<file path="src/rtl/gray_pkg.sv">
// Shared Gray-code helpers for the gray_counter codebase slice.
// Functions work on zero-extended values up to GRAY_MAX_W bits, so any N <= 32 can use them.
package gray_pkg;

  localparam int unsigned GRAY_MAX_W = 32;

  function automatic logic [GRAY_MAX_W-1:0] bin2gray(input logic [GRAY_MAX_W-1:0] b);
    return b ^ (b >> 1);
  endfunction

  // Upper bits of a zero-extended Gray value are 0, so decoding from the top is width-agnostic.
  function automatic logic [GRAY_MAX_W-1:0] gray2bin(input logic [GRAY_MAX_W-1:0] g);
    logic [GRAY_MAX_W-1:0] b;
    b = '0;
    b[GRAY_MAX_W-1] = g[GRAY_MAX_W-1];
    for (int i = GRAY_MAX_W - 2; i >= 0; i--) begin
      b[i] = b[i+1] ^ g[i];
    end
    return b;
  endfunction

  // Maximum count 2**n-1 for a counter of width n (1 <= n <= GRAY_MAX_W).
  function automatic logic [GRAY_MAX_W-1:0] max_count(input int unsigned n);
    return {GRAY_MAX_W{1'b1}} >> (GRAY_MAX_W - n);
  endfunction

endpackage

</file>
<file path="src/rtl/gray_counter_next.sv">
// Combinational next-state for gray_counter: load/step/hold priority plus wrap detect.
module gray_counter_next
  import gray_pkg::*;
#(
  parameter int unsigned N        = 8,
  parameter bit          SATURATE = 1'b0
) (
  input  logic [N-1:0] bin_out,
  input  logic         en,
  input  logic         up,
  input  logic         load,
  input  logic [N-1:0] load_bin,
  output logic [N-1:0] next_bin,
  output logic [N-1:0] next_gray,
  output logic         wrap_hit
);

  localparam logic [N-1:0] MAX_N = N'(max_count(N));

  always_comb begin
    next_bin = bin_out;
    wrap_hit = 1'b0;
    if (load) begin
      next_bin = load_bin;
    end else if (en && up) begin
      if (bin_out == MAX_N) begin
        if (!SATURATE) begin
          next_bin = '0;
          wrap_hit = 1'b1;
        end
      end else begin
        next_bin = bin_out + N'(1);
      end
    end else if (en) begin
      if (bin_out == '0) begin
        if (!SATURATE) begin
          next_bin = MAX_N;
          wrap_hit = 1'b1;
        end
      end else begin
        next_bin = bin_out - N'(1);
      end
    end
    next_gray = N'(bin2gray(GRAY_MAX_W'(next_bin)));
  end

endmodule

</file>
<file path="src/rtl/gray_counter.sv">
// Up/down counter with registered binary and Gray outputs and terminal-count flags.
// Optional sticky consistency checker enabled by defining GRAY_COUNTER_CHECK_EN.
module gray_counter
  import gray_pkg::*;
#(
  parameter int unsigned N        = 8,
  parameter int unsigned RST_VAL  = 0,
  parameter bit          SATURATE = 1'b0
) (
  input  logic         clk,
  input  logic         rst_n,
  input  logic         en,
  input  logic         up,
  input  logic         load,
  input  logic [N-1:0] load_bin,
  output logic [N-1:0] bin_out,
  output logic [N-1:0] gray_out,
  output logic         at_max,
  output logic         at_min,
  output logic         wrapped
`ifdef GRAY_COUNTER_CHECK_EN
  ,
  output logic         err
`endif
);

  localparam logic [N-1:0] MAX_N    = N'(max_count(N));
  localparam logic [N-1:0] RST_BIN  = N'(RST_VAL);
  localparam logic [N-1:0] RST_GRAY = N'(bin2gray(GRAY_MAX_W'(RST_BIN)));

  logic [N-1:0] next_bin;
  logic [N-1:0] next_gray;
  logic         wrap_hit;

  gray_counter_next #(
    .N        (N),
    .SATURATE (SATURATE)
  ) u_next (
    .bin_out   (bin_out),
    .en        (en),
    .up        (up),
    .load      (load),
    .load_bin  (load_bin),
    .next_bin  (next_bin),
    .next_gray (next_gray),
    .wrap_hit  (wrap_hit)
  );

  // All outputs share one edge so binary, Gray and flags are always mutually consistent.
  always_ff @(posedge clk or negedge rst_n) begin
    if (!rst_n) begin
      bin_out  <= RST_BIN;
      gray_out <= RST_GRAY;
      at_max   <= (RST_BIN == MAX_N);
      at_min   <= (RST_BIN == '0);
      wrapped  <= 1'b0;
    end else begin
      bin_out  <= next_bin;
      gray_out <= next_gray;
      at_max   <= (next_bin == MAX_N);
      at_min   <= (next_bin == '0);
      wrapped  <= wrap_hit;
    end
  end

`ifdef GRAY_COUNTER_CHECK_EN
  logic [N-1:0] gray_d;
  logic         load_d;
  logic         chk_bad_c;

  // Flags multi-bit Gray steps on non-load edges and Gray/binary disagreement.
  always_comb begin
    chk_bad_c = 1'b0;
    if (!load_d && ($countones(gray_out ^ gray_d) > 1)) chk_bad_c = 1'b1;
    if (gray2bin(GRAY_MAX_W'(gray_out)) != GRAY_MAX_W'(bin_out)) chk_bad_c = 1'b1;
  end

  always_ff @(posedge clk or negedge rst_n) begin
    if (!rst_n) begin
      gray_d <= RST_GRAY;
      load_d <= 1'b0;
      err    <= 1'b0;
    end else begin
      gray_d <= gray_out;
      load_d <= load;
      err    <= err | chk_bad_c;
    end
  end
`endif

endmodule

</file>
<file path="config.mk">
export PLATFORM = sky130hd
export DESIGN_NAME = gray_counter
export DESIGN_NICKNAME = d
export VERILOG_FILES = /design/src/rtl/gray_pkg.sv /design/src/rtl/gray_counter_next.sv /design/src/rtl/gray_counter.sv
export SDC_FILE = /design/constraint.sdc
export NUM_CORES = 1
export LEC_CHECK = 0
export ABC_AREA = 1
export CAP_MARGIN = 20
export CORE_MARGIN = 4
export CORE_UTILIZATION = 50
export CTS_CLUSTER_DIAMETER = 100
export DETAILED_ROUTE_END_ITERATION = 12
export GPL_TIMING_DRIVEN = 0
export PLACE_DENSITY = 0.77
export SLEW_MARGIN = 10
export SYNTH_ARGS = -nofsm -noshare
export SYNTH_HDL_FRONTEND = slang
export SYNTH_HIERARCHICAL = 1
export SYNTH_SLANG_ARGS = --single-unit
</file>
<file path="constraint.sdc">
create_clock -name clk -period 3.7 [get_ports clk]
set_input_delay 0.74 -clock clk [delete_from_list [all_inputs] [get_ports clk]]
set_output_delay 0.74 -clock clk [all_outputs]
set_load 0.005 [all_outputs]
</file>
==> key figures, run 1 <==
Run status
  – Status: finished clean

Worst setup path
  – Worst path required time: 3.93 ns
  – Crit. End Element: register
  – Critical path's most frequent cell: nand2_1
  – CP cell instances: clkdlybuf4s50_1 -> nand2_1 -> clkinv_1 -> nand2_1 -> nand3_1 -> o21ai_0 -> inv_1 -> nor2_1 -> nand2_1 -> nor2_1
  – R2r startpoint: bin_out[0]
  – Reg2Reg Depth: 11
  – Crit path max fanout: 9
  – Crit-path max cell delay: 0.49 ns
  – Crit start category: primary input
  – CP Class: primary input to register
  – FF-to-FF End: at_max
  – Worst Path Arrival: 2.46 ns
  – Highest-delay cell along the critical path: clkdlybuf4s50_1
  – R2R setup slack: 1.87 ns

Worst hold path
  – Worst Hold Depth: 2
  – Hold Path End: wrapped
  – HP Start: bin_out[7]
  – HP Class: register to register

GRT
  – First-pass GRT wire length: 5300 um
  – Gr ovfl total: 0
  – Pin count of the biggest net entering global routing: 20
  – Vias in the first global route: 1198
  – Antenna violations before repair: 0
  – GRT Overall Usage: 0.202

Synth
  – Unique masters post-synth: 26
  – Largest cells by area after synthesis: dfrtp_1, nand2_1, nand3_1, inv_1, nand2_2
  – Most common cell in the netlist: nand2_1
  – Number of synthesized flops with an enable pin: 0
  – Post-synth top cells: nand2_1, inv_1, nand3_1, dfrtp_1, nor2_1
  – Top FF cell, synth: dfrtp_1
  – Cell taking the most area after synthesis: dfrtp_1
  – Seq/Total Area, Yosys: 0.374
  – Number of synthesis warnings: 6
  – Net count after synthesis: 197
  – Share of async-settable or async-resettable flops after synthesis: 1.00
  – Cells after synthesis: 181
  – Mean area per synthesized cell: 7.04 um2
  – Syn Std Cell Area: 1270 um2
  – Yosys top cell area share: 0.353
  – Number of synthesized register bits: 19

CTS
  – CTS tree: built
  – Root Driver: clkbuf_4
  – Clk sinks: 19
  – Setup bufs post-CTS: 0
  – H-tree levels: 1
  – Hold buffers post-CTS: 0
  – Worst skew pair latency: 0.29 ns
  – Clock buffer depth: 2
  – Clk slew on worst S/H paths: 0.11 ns
  – CTS Buf Count: 3
  – Post-cts gate resize count: 0

Floorplanning
  – I/O Pins: 32
  – Initial core utilization: 0.519
  – Chip height: 58.5 um
  – Die Wd: 58.5 um
  – Die Area: 3420 um2
  – Core Region: 2450 um2
  – # rows: 18

Placed design
  – GPL Wtd Cong: 0.821
  – Port buffer count: 30
  – Dpl cell area: 1610 um2
  – Hpwl dp: 2490 um
  – Pre-CTS setup slack: 1.18 ns

Timing
  – TNS Setup: 0 ns
  – Fin. max-slew vios: 0
  – Slew @ Worst Pin: 0.846 ns
  – Max-slew headroom: 0.434
  – Final Setup Violations: 0
  – Fmax: 448 MHz
  – Tcrit/Tclk final: 0.603
  – Tmin final: 2.23 ns
  – RSZ-0062 raised after global routing: no
  – Worst hold slack: 0.752 ns
  – Clk_skew: 0.00782 ns
  – Worst setup margin: 1.47 ns
  – Final Hold Fails: 0

Cells and area
  – Final #Nets: 232
  – Ant diodes: 0
  – Layout overhead on the synthesized area: 28.6%
  – Layout cells sized above 1: 0.130
  – Layout fillers: 212
  – Final instance area: 1640 um2

Pwr
  – Leak: 0.842 nW
  – VDD IR max: 241 uV
  – Total power: 579 uW
  – PwrDens: 353 nW/um2

Detailed routing
  – Routed Antenna Nets: 0
  – Drt wl/cell: 12.9 um
  – Total wire length: 3160 um
  – DR vias/cell: 5.09
  – Post-route DRC: 0
  – DR iter-0 viols: 59
  – Pre-antenna DRT Iters: 4
  – DR vias: 1247

Run
  – Maxcap violations: 0
where the power goes:
part | switching [mW] | total [mW] | internal (mW)
clock | 0.0598 | 0.102 | 0.0419
combinational | 0.113 | 0.216 | 0.103
sequential | 0.0256 | 0.261 | 0.235
total | 0.198 | 0.579 | 0.380
sequential cells by signal, summed over array words and instances (netlist names):
register / count
at_max: 1
wrapped: 1
bin_out: 8
gray_out: 8
at_min: 1
per-layer routing:
metal  track usage  wire, um  part of all wire  vias up
met5             0         0                 0        -
met4        0.0927        78             0.025        0
met3        0.0285        94             0.030        8
met2         0.321      1510              0.48       28
met1         0.272      1480              0.47      578
li1              -         -                 -      633
cell type report:
class / instances / area, um2 / area share
multi-input cells: 131 / 663 / 0.405
flip-flops and latches: 19 / 477 / 0.291
clock buffers: 4 / 26.3 / 0.0160
repair buffers: 30 / 300 / 0.183
plain buffers: 4 / 31.3 / 0.0191
inverters: 27 / 104 / 0.0634
well taps: 30 / 37.5 / 0.0229
cells by family (layout without fill, tap and decap cells):
kind of cell | count (synthesis) | after routing | share of synthesized area
adder cells (fa/ha/maj) | 3 | 3 | 0.0294
AO/OA/AOI/OAI | 14 | 14 | 0.0628
flip-flops | 19 | 19 | 0.374
buffers and inverters | 31 | 65 | 0.106
AND/OR/NAND/NOR | 110 | 110 | 0.400
XOR/XNOR | 4 | 4 | 0.0275
worst max-delay path: cells and delay by family:
family,cells,cell delay [ns]
compound gates,1,0.13
buf+inv,3,0.91
simple gates,6,0.69
through the flow:
stage	std cells	util
6_report	245	0.668
3_5_place_dp	241	0.657
5_1_grt	245	0.668
3_3_place_gp	241	0.657
2_1_floorplan	181	-
4_1_cts	245	0.668
placed cells by master (no fill, tap or decap):
| cell type | synthesis | layout |
|---|---|---|
| o21ai_2 | 2 | 2 |
| inv_4 | 1 | 1 |
| nand2_1 | 59 | 59 |
| xor2_1 | 4 | 4 |
| buf_4 | 2 | 2 |
| inv_2 | 3 | 3 |
| clkdlybuf4s50_1 | 0 | 30 |
| nand4_1 | 4 | 4 |
| a21oi_1 | 2 | 2 |
| nand3_1 | 19 | 19 |
| clkbuf_4 | 0 | 3 |
| nor2_4 | 1 | 1 |
| o211ai_1 | 1 | 1 |
| nand2_2 | 9 | 9 |
| nor2_2 | 1 | 1 |
| nor2_1 | 13 | 13 |
| dfrtp_1 | 18 | 18 |
| nor3_1 | 1 | 1 |
| o21ai_0 | 8 | 8 |
| ha_1 | 3 | 3 |
| clkbuf_1 | 0 | 1 |
| buf_6 | 1 | 1 |
| inv_1 | 22 | 22 |
| nand3_2 | 2 | 2 |
| buf_2 | 1 | 1 |
| dfstp_2 | 1 | 1 |
| o21ai_1 | 1 | 1 |
| clkinv_1 | 1 | 1 |
| nand4_4 | 1 | 1 |
how the worst max path moves through the flow:
stage,startpoint,end
2_1_floorplan,load,at_min
3_3_place_gp,en,at_min
3_5_place_dp,en,at_min
4_1_cts,en,at_min
5_1_grt,en,at_min
6_report,en,at_min
No activity file was read; power rests on OpenSTA's default activity.
==> run 2: changes to the inputs <==
--- a/config.mk
+++ b/config.mk
@@ -8,11 +8,11 @@
 export ABC_AREA = 1
 export CAP_MARGIN = 20
 export CORE_MARGIN = 4
-export CORE_UTILIZATION = 50
+export CORE_UTILIZATION = 44
 export CTS_CLUSTER_DIAMETER = 100
 export DETAILED_ROUTE_END_ITERATION = 12
 export GPL_TIMING_DRIVEN = 0
-export PLACE_DENSITY = 0.77
+export PLACE_DENSITY = 0.72
 export SLEW_MARGIN = 10
 export SYNTH_ARGS = -nofsm -noshare
 export SYNTH_HDL_FRONTEND = slang
==> constraint.sdc (replaced) <==
create_clock -name clk -period 2 [get_ports clk]
set_input_delay 0.4 -clock clk [delete_from_list [all_inputs] [get_ports clk]]
set_output_delay 0.4 -clock clk [all_outputs]
set_load 0.005 [all_outputs]
==> run 2 against run 1 <==
  * Worst setup slack worse by 1.3 ns
  * Non-clock buffer count stayed put
  * Die area up 12%
  * Wire length is 1.7% lower
  * Sequential share of layout area shrank 0.091 points
  * Count of clock-buffer cells in the layout decreased by 1
  * Combinational power is 85% higher
  * Critical endpoint is now bin_out[6]
==> key figures, run 2 (synthesis gave the netlist of run 1 again) <==
Worst setup path
  – Crit start category: register (was primary input)
  – FF-to-FF End: at_max (unchanged)
  – Reg2Reg Depth: 14 (was 11)
  – Worst Path Arrival: 1.39 ns (was 2.46 ns)
  – R2r startpoint: bin_out[1] (was bin_out[0])
  – Critical Path Sink: bin_out[6] (was at_min)
  – CP delay by family, top: buffers and inverters (unchanged)
  – Buf/Inv on CP: 1 (was 3)
  – Critical Path Start: bin_out[6] (was en)
  – Highest-delay cell along the critical path: clkdlybuf4s50_1 (unchanged)
  – Crit-path max cell delay: 0.57 ns (was 0.49 ns)
  – Crit path max fanout: 7 (was 9)
  – Crit. End Element: output port (was register)
  – R2R setup slack: 0.21 ns (was 1.87 ns)
  – Worst path depth: 1 (was 10)
  – CP cell instances: clkdlybuf4s50_1 (was clkdlybuf4s50_1 -> nand2_1 -> clkinv_1 -> nand2_1 -> nand3_1 -> o21ai_0 -> inv_1 -> nor2_1 -> nand2_1 -> nor2_1)
  – Worst path required time: 1.60 ns (was 3.93 ns)
  – CP Class: register to output port (was primary input to register)

CTS
  – Worst skew pair latency: 0.30 ns (was 0.29 ns)
  – Clock buffer depth: 2 (unchanged)
  – CTS tree: built (unchanged)
  – Root Driver: clkbuf_4 (unchanged)
  – Clk slew on worst S/H paths: 0.11 ns (about the same)
  – Clk sinks: 19 (unchanged)
  – Setup bufs post-CTS: 0 (unchanged)
  – H-tree levels: 1 (unchanged)
  – CTS Buf Count: 3 (unchanged)

Placed design
  – GPL Wtd Cong: 0.870 (was 0.821)
  – Hpwl dp: 2400 um (was 2490 um)
  – Pre-CTS setup slack: -0.143 ns (was 1.18 ns)
  – Port buffer count: 30 (unchanged)
  – Dpl cell area: 1610 um2 (about the same)

Timing
  – Max-slew headroom: 0.445 (was 0.434)
  – Tcrit/Tclk final: 0.895
  – Final Setup Violations: 0 (unchanged)
  – Clk_skew: 0.00592 ns (was 0.00782 ns)
  – Fmax: 559 MHz
  – Fin. max-slew vios: 0 (unchanged)
  – Worst hold slack: 0.460 ns (was 0.752 ns)
  – RSZ-0062 raised after global routing: no (unchanged)
  – Tmin final: 1.79 ns
  – Worst setup margin: 0.210 ns (was 1.47 ns)
  – TNS Setup: 0 ns (unchanged)
  – Slew @ Worst Pin: 0.830 ns (was 0.846 ns)
  – Final Hold Fails: 0 (unchanged)

Pwr
  – PwrDens: 648 nW/um2 (was 353 nW/um2)
  – Leak: 0.850 nW (was 0.842 nW)
  – VDD IR max: 499 uV (was 241 uV)

Detailed routing
  – Post-route DRC: 0 (unchanged)
  – Drt wl/cell: 12.6 um (was 12.9 um)
  – Pre-antenna DRT Iters: 4 (unchanged)
  – Total wire length: 3110 um (was 3160 um)
  – DR vias/cell: 5.23 (was 5.09)
  – Routed Antenna Nets: 0 (unchanged)
  – DR iter-0 viols: 62 (was 59)
  – DR vias: 1287 (was 1247)

Floorplanning
  – Initial core utilization: 0.462 (was 0.519)
  – Core Region: 2760 um2 (was 2450 um2)
  – Die Wd: 61.8 um (was 58.5 um)
  – Die Area: 3820 um2 (was 3420 um2)
  – I/O Pins: 32 (unchanged)
  – Chip height: 61.8 um (was 58.5 um)
  – # rows: 19 (was 18)

Cells and area
  – Ant diodes: 0 (unchanged)
  – Final #Nets: 232 (unchanged)
  – Layout cells sized above 1: 0.158 (was 0.130)
  – Sequential Area: 479 um2 (was 477 um2)
  – Regs by FF count: bin_out: 8 flops, gray_out: 8 flops (unchanged)
  – Most frequent cells in the layout: nand2_1, clkdlybuf4s50_1, inv_1 (unchanged)
  – Layout fillers: 259 (was 212)
  – Layout overhead on the synthesized area: 29.6% (was 28.6%)
  – Final instance area: 1650 um2 (was 1640 um2)
  – Area taken by multi-input logic gates: 666 um2 (was 663 um2)
  – Most common cell after layout, fill and taps aside: nand2_1 (unchanged)

GRT
  – Gr ovfl total: 0 (unchanged)
  – Pin count of the biggest net entering global routing: 20 (unchanged)
  – First-pass GRT wire length: 5060 um (was 5300 um)
  – Antenna violations before repair: 0 (unchanged)
  – GRT Overall Usage: 0.178 (was 0.202)
  – Vias in the first global route: 1188 (was 1198)

Run status
  – Status: finished clean (unchanged)

Run
  – Maxcap violations: 0 (unchanged)

Worst hold path
  – HP Class: primary input to register (was register to register)
==> run 2: area by class of cell <==
class                      instances  share of cell area
buffer                             4              0.0189
clock buffer                       3              0.0136
clock inverter                     1             0.00303
inverter                          27              0.0651
multi-input combinational        131               0.403
sequential                        19               0.290
tap                               31              0.0235
timing repair buffer              30               0.183
==> run 2: report_power, final <==
| group | leakage, nW | internal (mW) | switching [mW] |
|---|---|---|---|
| sequential | 0.225 | 0.436 | 0.0450 |
| combinational | 0.607 | 0.191 | 0.208 |
| clock | 0.0177 | 0.0745 | 0.117 |
| total | 0.850 | 0.702 | 0.370 |
==> run 2: worst min path at each step <==
stage,start,end,slack (ns),depth (start not counted)
after floorplan,rst_n,at_max,0.10,0
after global placement,bin_out[7],wrapped,0.74,2
after detailed placement,bin_out[7],wrapped,0.73,2
after CTS,load,bin_out[3],0.45,3
after global routing,load,bin_out[6],0.47,3
final,load,bin_out[3],0.46,3
==> run 2: routing by layer <==
| metal | share of wire | vias up | track usage |
|---|---|---|---|
| li1 | - | 640 | - |
| met1 | 0.45 | 599 | 0.234 |
| met2 | 0.49 | 44 | 0.300 |
| met3 | 0.050 | 4 | 0.0269 |
| met4 | 0.010 | 0 | 0.0576 |
| met5 | 0 | - | 0 |
==> run 2: through the flow <==
stage	util	power [mW]	instances
after floorplan	-	0.695	181
final	0.599	1.07	246
after CTS	0.595	1.08	246
after global routing	0.599	1.14	246
after global placement	0.585	0.875	242
after detailed placement	0.585	0.881	242
==> run 2: timing repair <==
action,in CTS,in global routing
hold buffers,0,0
gates resized for setup,0,6
setup endpoints to repair,0,3
==> run 3: changes to the inputs <==
--- a/config.mk
+++ b/config.mk
@@ -8,11 +8,12 @@
 export ABC_AREA = 1
 export CAP_MARGIN = 20
 export CORE_MARGIN = 4
-export CORE_UTILIZATION = 44
+export CORE_UTILIZATION = 50
 export CTS_CLUSTER_DIAMETER = 100
 export DETAILED_ROUTE_END_ITERATION = 12
+export DONT_BUFFER_PORTS = 1
 export GPL_TIMING_DRIVEN = 0
-export PLACE_DENSITY = 0.72
+export PLACE_DENSITY = 0.64
 export SLEW_MARGIN = 10
 export SYNTH_ARGS = -nofsm -noshare
 export SYNTH_HDL_FRONTEND = slang
==> run 3 against run 2 <==
  * Die area shrank 10%
  * Sequential share of layout area grew 6.5 points
  * Clock power shrank 3%
  * Wire length shrank 7.8%
  * Clock skew shrank 0.00064 ns
  * Count of clock-buffer cells in the layout grew 1
  * Worst hold slack lost 0.17 ns
  * Utilization shrank 4.9 points
  * Critical path depth grew 13
  * Critical path type is now register to register
==> key figures, run 3 (synthesis gave the netlist of run 1 again) <==
Run status
  – Status: finished clean (unchanged)

Cells and area
  – Non-Filler Instances: 216 (was 246)
  – Layout overhead on the synthesized area: 5.99% (was 29.6%)
  – Final #Nets: 203 (was 232)
  – Regs by FF count: bin_out: 8 flops, gray_out: 8 flops (unchanged)
  – Layout fillers: 254 (was 259)
  – Most frequent cells in the layout: nand2_1, inv_1, nand3_1 (was nand2_1, clkdlybuf4s50_1, inv_1)
  – Layout cells sized above 1: 0.167 (was 0.158)
  – Fin util: 0.550 (was 0.599)
  – Final instance area: 1350 um2 (was 1650 um2)
  – Most common cell after layout, fill and taps aside: nand2_1 (unchanged)
  – Ant diodes: 0 (unchanged)

Run
  – Maxcap violations: 0 (unchanged)

CTS
  – Clock buffer depth: 2 (unchanged)
  – Clk slew on worst S/H paths: 0.10 ns (was 0.11 ns)
  – Clk sinks: 19 (unchanged)
  – Setup bufs post-CTS: 0 (unchanged)
  – CTS tree: built (unchanged)
  – Root Driver: clkbuf_4 (unchanged)
  – CTS Buf Count: 3 (unchanged)
  – Worst skew pair latency: 0.29 ns (was 0.30 ns)
  – H-tree levels: 1 (unchanged)

Worst setup path
  – Buf/Inv on CP: 3 (was 1)
  – CP cell instances: inv_1 -> ha_1 -> nand2_1 -> nor3_1 -> nand2_1 -> nand2_2 -> inv_1 -> nand3_1 -> nand3_2 -> nand2_2 -> nand2_1 -> inv_1 -> nand2_1 -> nor2_1 (was clkdlybuf4s50_1)
  – Critical Path Sink: at_max (was bin_out[6])
  – CP delay by family, top: simple AND/OR/NAND/NOR gates (was buffers and inverters)
  – Critical Path Start: bin_out[1] (was bin_out[6])
  – Worst Path Arrival: 2.03 ns (was 1.39 ns)
  – Crit start category: register (unchanged)
  – Crit path max fanout: 6 (was 7)
  – Crit. End Element: register (was output port)
  – Highest-delay cell along the critical path: dfrtp_2 (was clkdlybuf4s50_1)
  – Reg2Reg Depth: 14 (unchanged)
  – R2R setup slack: 0.19 ns (was 0.21 ns)
  – FF-to-FF End: at_max (unchanged)
  – Worst path depth: 14 (was 1)
  – Critical path's most frequent cell: nand2_1
  – CP Class: register to register (was register to output port)
  – R2r startpoint: bin_out[1] (unchanged)
  – Crit-path max cell delay: 0.47 ns (was 0.57 ns)
  – Worst path required time: 2.22 ns (was 1.60 ns)

Timing
  – Max-slew headroom: 0.470 (was 0.445)
  – Worst hold slack: 0.293 ns (was 0.460 ns)
  – Clk_skew: 0.00527 ns (was 0.00592 ns)
  – Fmax: 554 MHz (was 559 MHz)
  – Tcrit/Tclk final: 0.903 (was 0.895)
  – Tmin final: 1.81 ns (was 1.79 ns)
  – RSZ-0062 raised after global routing: no (unchanged)
  – Slew @ Worst Pin: 0.792 ns (was 0.830 ns)
  – TNS Setup: 0 ns (unchanged)
  – Final Hold Fails: 0 (unchanged)
  – Fin. max-slew vios: 0 (unchanged)
  – Final Setup Violations: 0 (unchanged)

Placed design
  – Dpl cells: 211 (was 242)
  – Dpl cell area: 1310 um2 (was 1610 um2)
  – GPL Wtd Cong: 0.823 (was 0.870)
  – Hpwl dp: 2240 um (was 2400 um)
  – Port buffer count: 0 (was 30)

Floorplanning
  – Core Region: 2450 um2 (was 2760 um2)
  – Die Area: 3420 um2 (was 3820 um2)
  – Chip height: 58.5 um (was 61.8 um)
  – Initial core utilization: 0.519 (was 0.462)
  – # rows: 18 (was 19)
  – I/O Pins: 32 (unchanged)
  – Die Wd: 58.5 um (was 61.8 um)

GRT
  – Antenna violations before repair: 0 (unchanged)
  – Pin count of the biggest net entering global routing: 20 (unchanged)
  – Gr ovfl total: 0 (unchanged)
  – First-pass GRT wire length: 4660 um (was 5060 um)
  – Vias in the first global route: 1006 (was 1188)
  – GRT Overall Usage: 0.174 (was 0.178)

Detailed routing
  – Drt wl/cell: 13.3 um (was 12.6 um)
  – Post-route DRC: 0 (unchanged)
  – DR iter-0 viols: 52 (was 62)
  – Top sig layer: met4 (unchanged)
  – Pre-antenna DRT Iters: 4 (unchanged)
  – WL met2: 1370 um (was 1530 um)
  – Routed Antenna Nets: 0 (unchanged)
  – DR vias: 1136 (was 1287)
  – Total wire length: 2860 um (was 3110 um)
  – Routed met1 length: 1300 um (was 1390 um)
  – Met3 WL: 190 um (was 154 um)
  – DR vias/cell: 5.26 (was 5.23)

Pwr
  – PwrDens: 698 nW/um2 (was 648 nW/um2)
  – Leak: 0.728 nW (was 0.850 nW)
  – VDD IR max: 458 uV (was 499 uV)

Worst hold path
  – HP Class: primary input to register (unchanged)
[run 3: cell count changes in the layout (fill, tap and decap cells not counted), sizes merged]
cell,previous run,this run
dlygate4sd3,0,1
clkbuf,3,4
clkinvlp,1,0
dlymetal6s2s,1,0
clkdlybuf4s50,29,0
[run 3: worst min path at each step]
stage | from | to | cells after the start
finish | load_bin[0] | bin_out[0] | 2
global route | load_bin[0] | bin_out[0] | 2
CTS | load_bin[0] | bin_out[0] | 2
detailed placement | rst_n | bin_out[5] | 0
global placement | rst_n | wrapped | 0
floorplan | rst_n | at_max | 0
[run 3: worst register-to-register path: stages (launching register included)]
cell and delay, ns:
dfrtp_2 0.47, inv_1 0.12, ha_1 0.15, nand2_1 0.06
nor3_1 0.13, nand2_1 0.13, nand2_2 0.10, inv_1 0.06
nand3_1 0.10, nand3_2 0.09, nand2_2 0.12, nand2_1 0.06
inv_1 0.05, nand2_1 0.05, nor2_1 0.07
[run 3: routing by layer]
metal / track usage / up-vias
met5: 0 / -
met2: 0.279 / 39
met1: 0.242 / 514
met4: 0.0497 / 0
met3: 0.0307 / 2
li1: - / 581
[run 3: per-stage QoR]
stage | total power [mW] | setup WS, ns
2_1_floorplan | 0.695 | 0.426
3_3_place_gp | 0.750 | 0.188
3_5_place_dp | 0.756 | 0.162
4_1_cts | 0.947 | 0.125
5_1_grt | 1.01 | 0.0225
6_report | 0.943 | 0.195
[run 3: timing repair]
item / 4_1_cts / 5_1_grt
hold buffers: 1 / 0
setup endpoints to repair: 0 / 2
endpoints found under the hold margin: 19 / 0
resized for setup: 0 / 3
[run 3: power by group]
| group | switching, mW | leakage [nW] | total [mW] | internal (mW) |
|---|---|---|---|---|
| Clock | 0.108 | 0.0150 | 0.185 | 0.0774 |
| Combinational | 0.173 | 0.488 | 0.262 | 0.0893 |
| Sequential | 0.0592 | 0.225 | 0.496 | 0.437 |
[run 3: layout make-up]
type	count	area, um2	area share
timing repair buffer	1	10.0	0.00741
multi-input combinational	131	663	0.491
sequential	19	479	0.355
buffer	4	31.3	0.0231
clock buffer	4	26.3	0.0194
tap	30	37.5	0.0278
inverter	27	104	0.0769
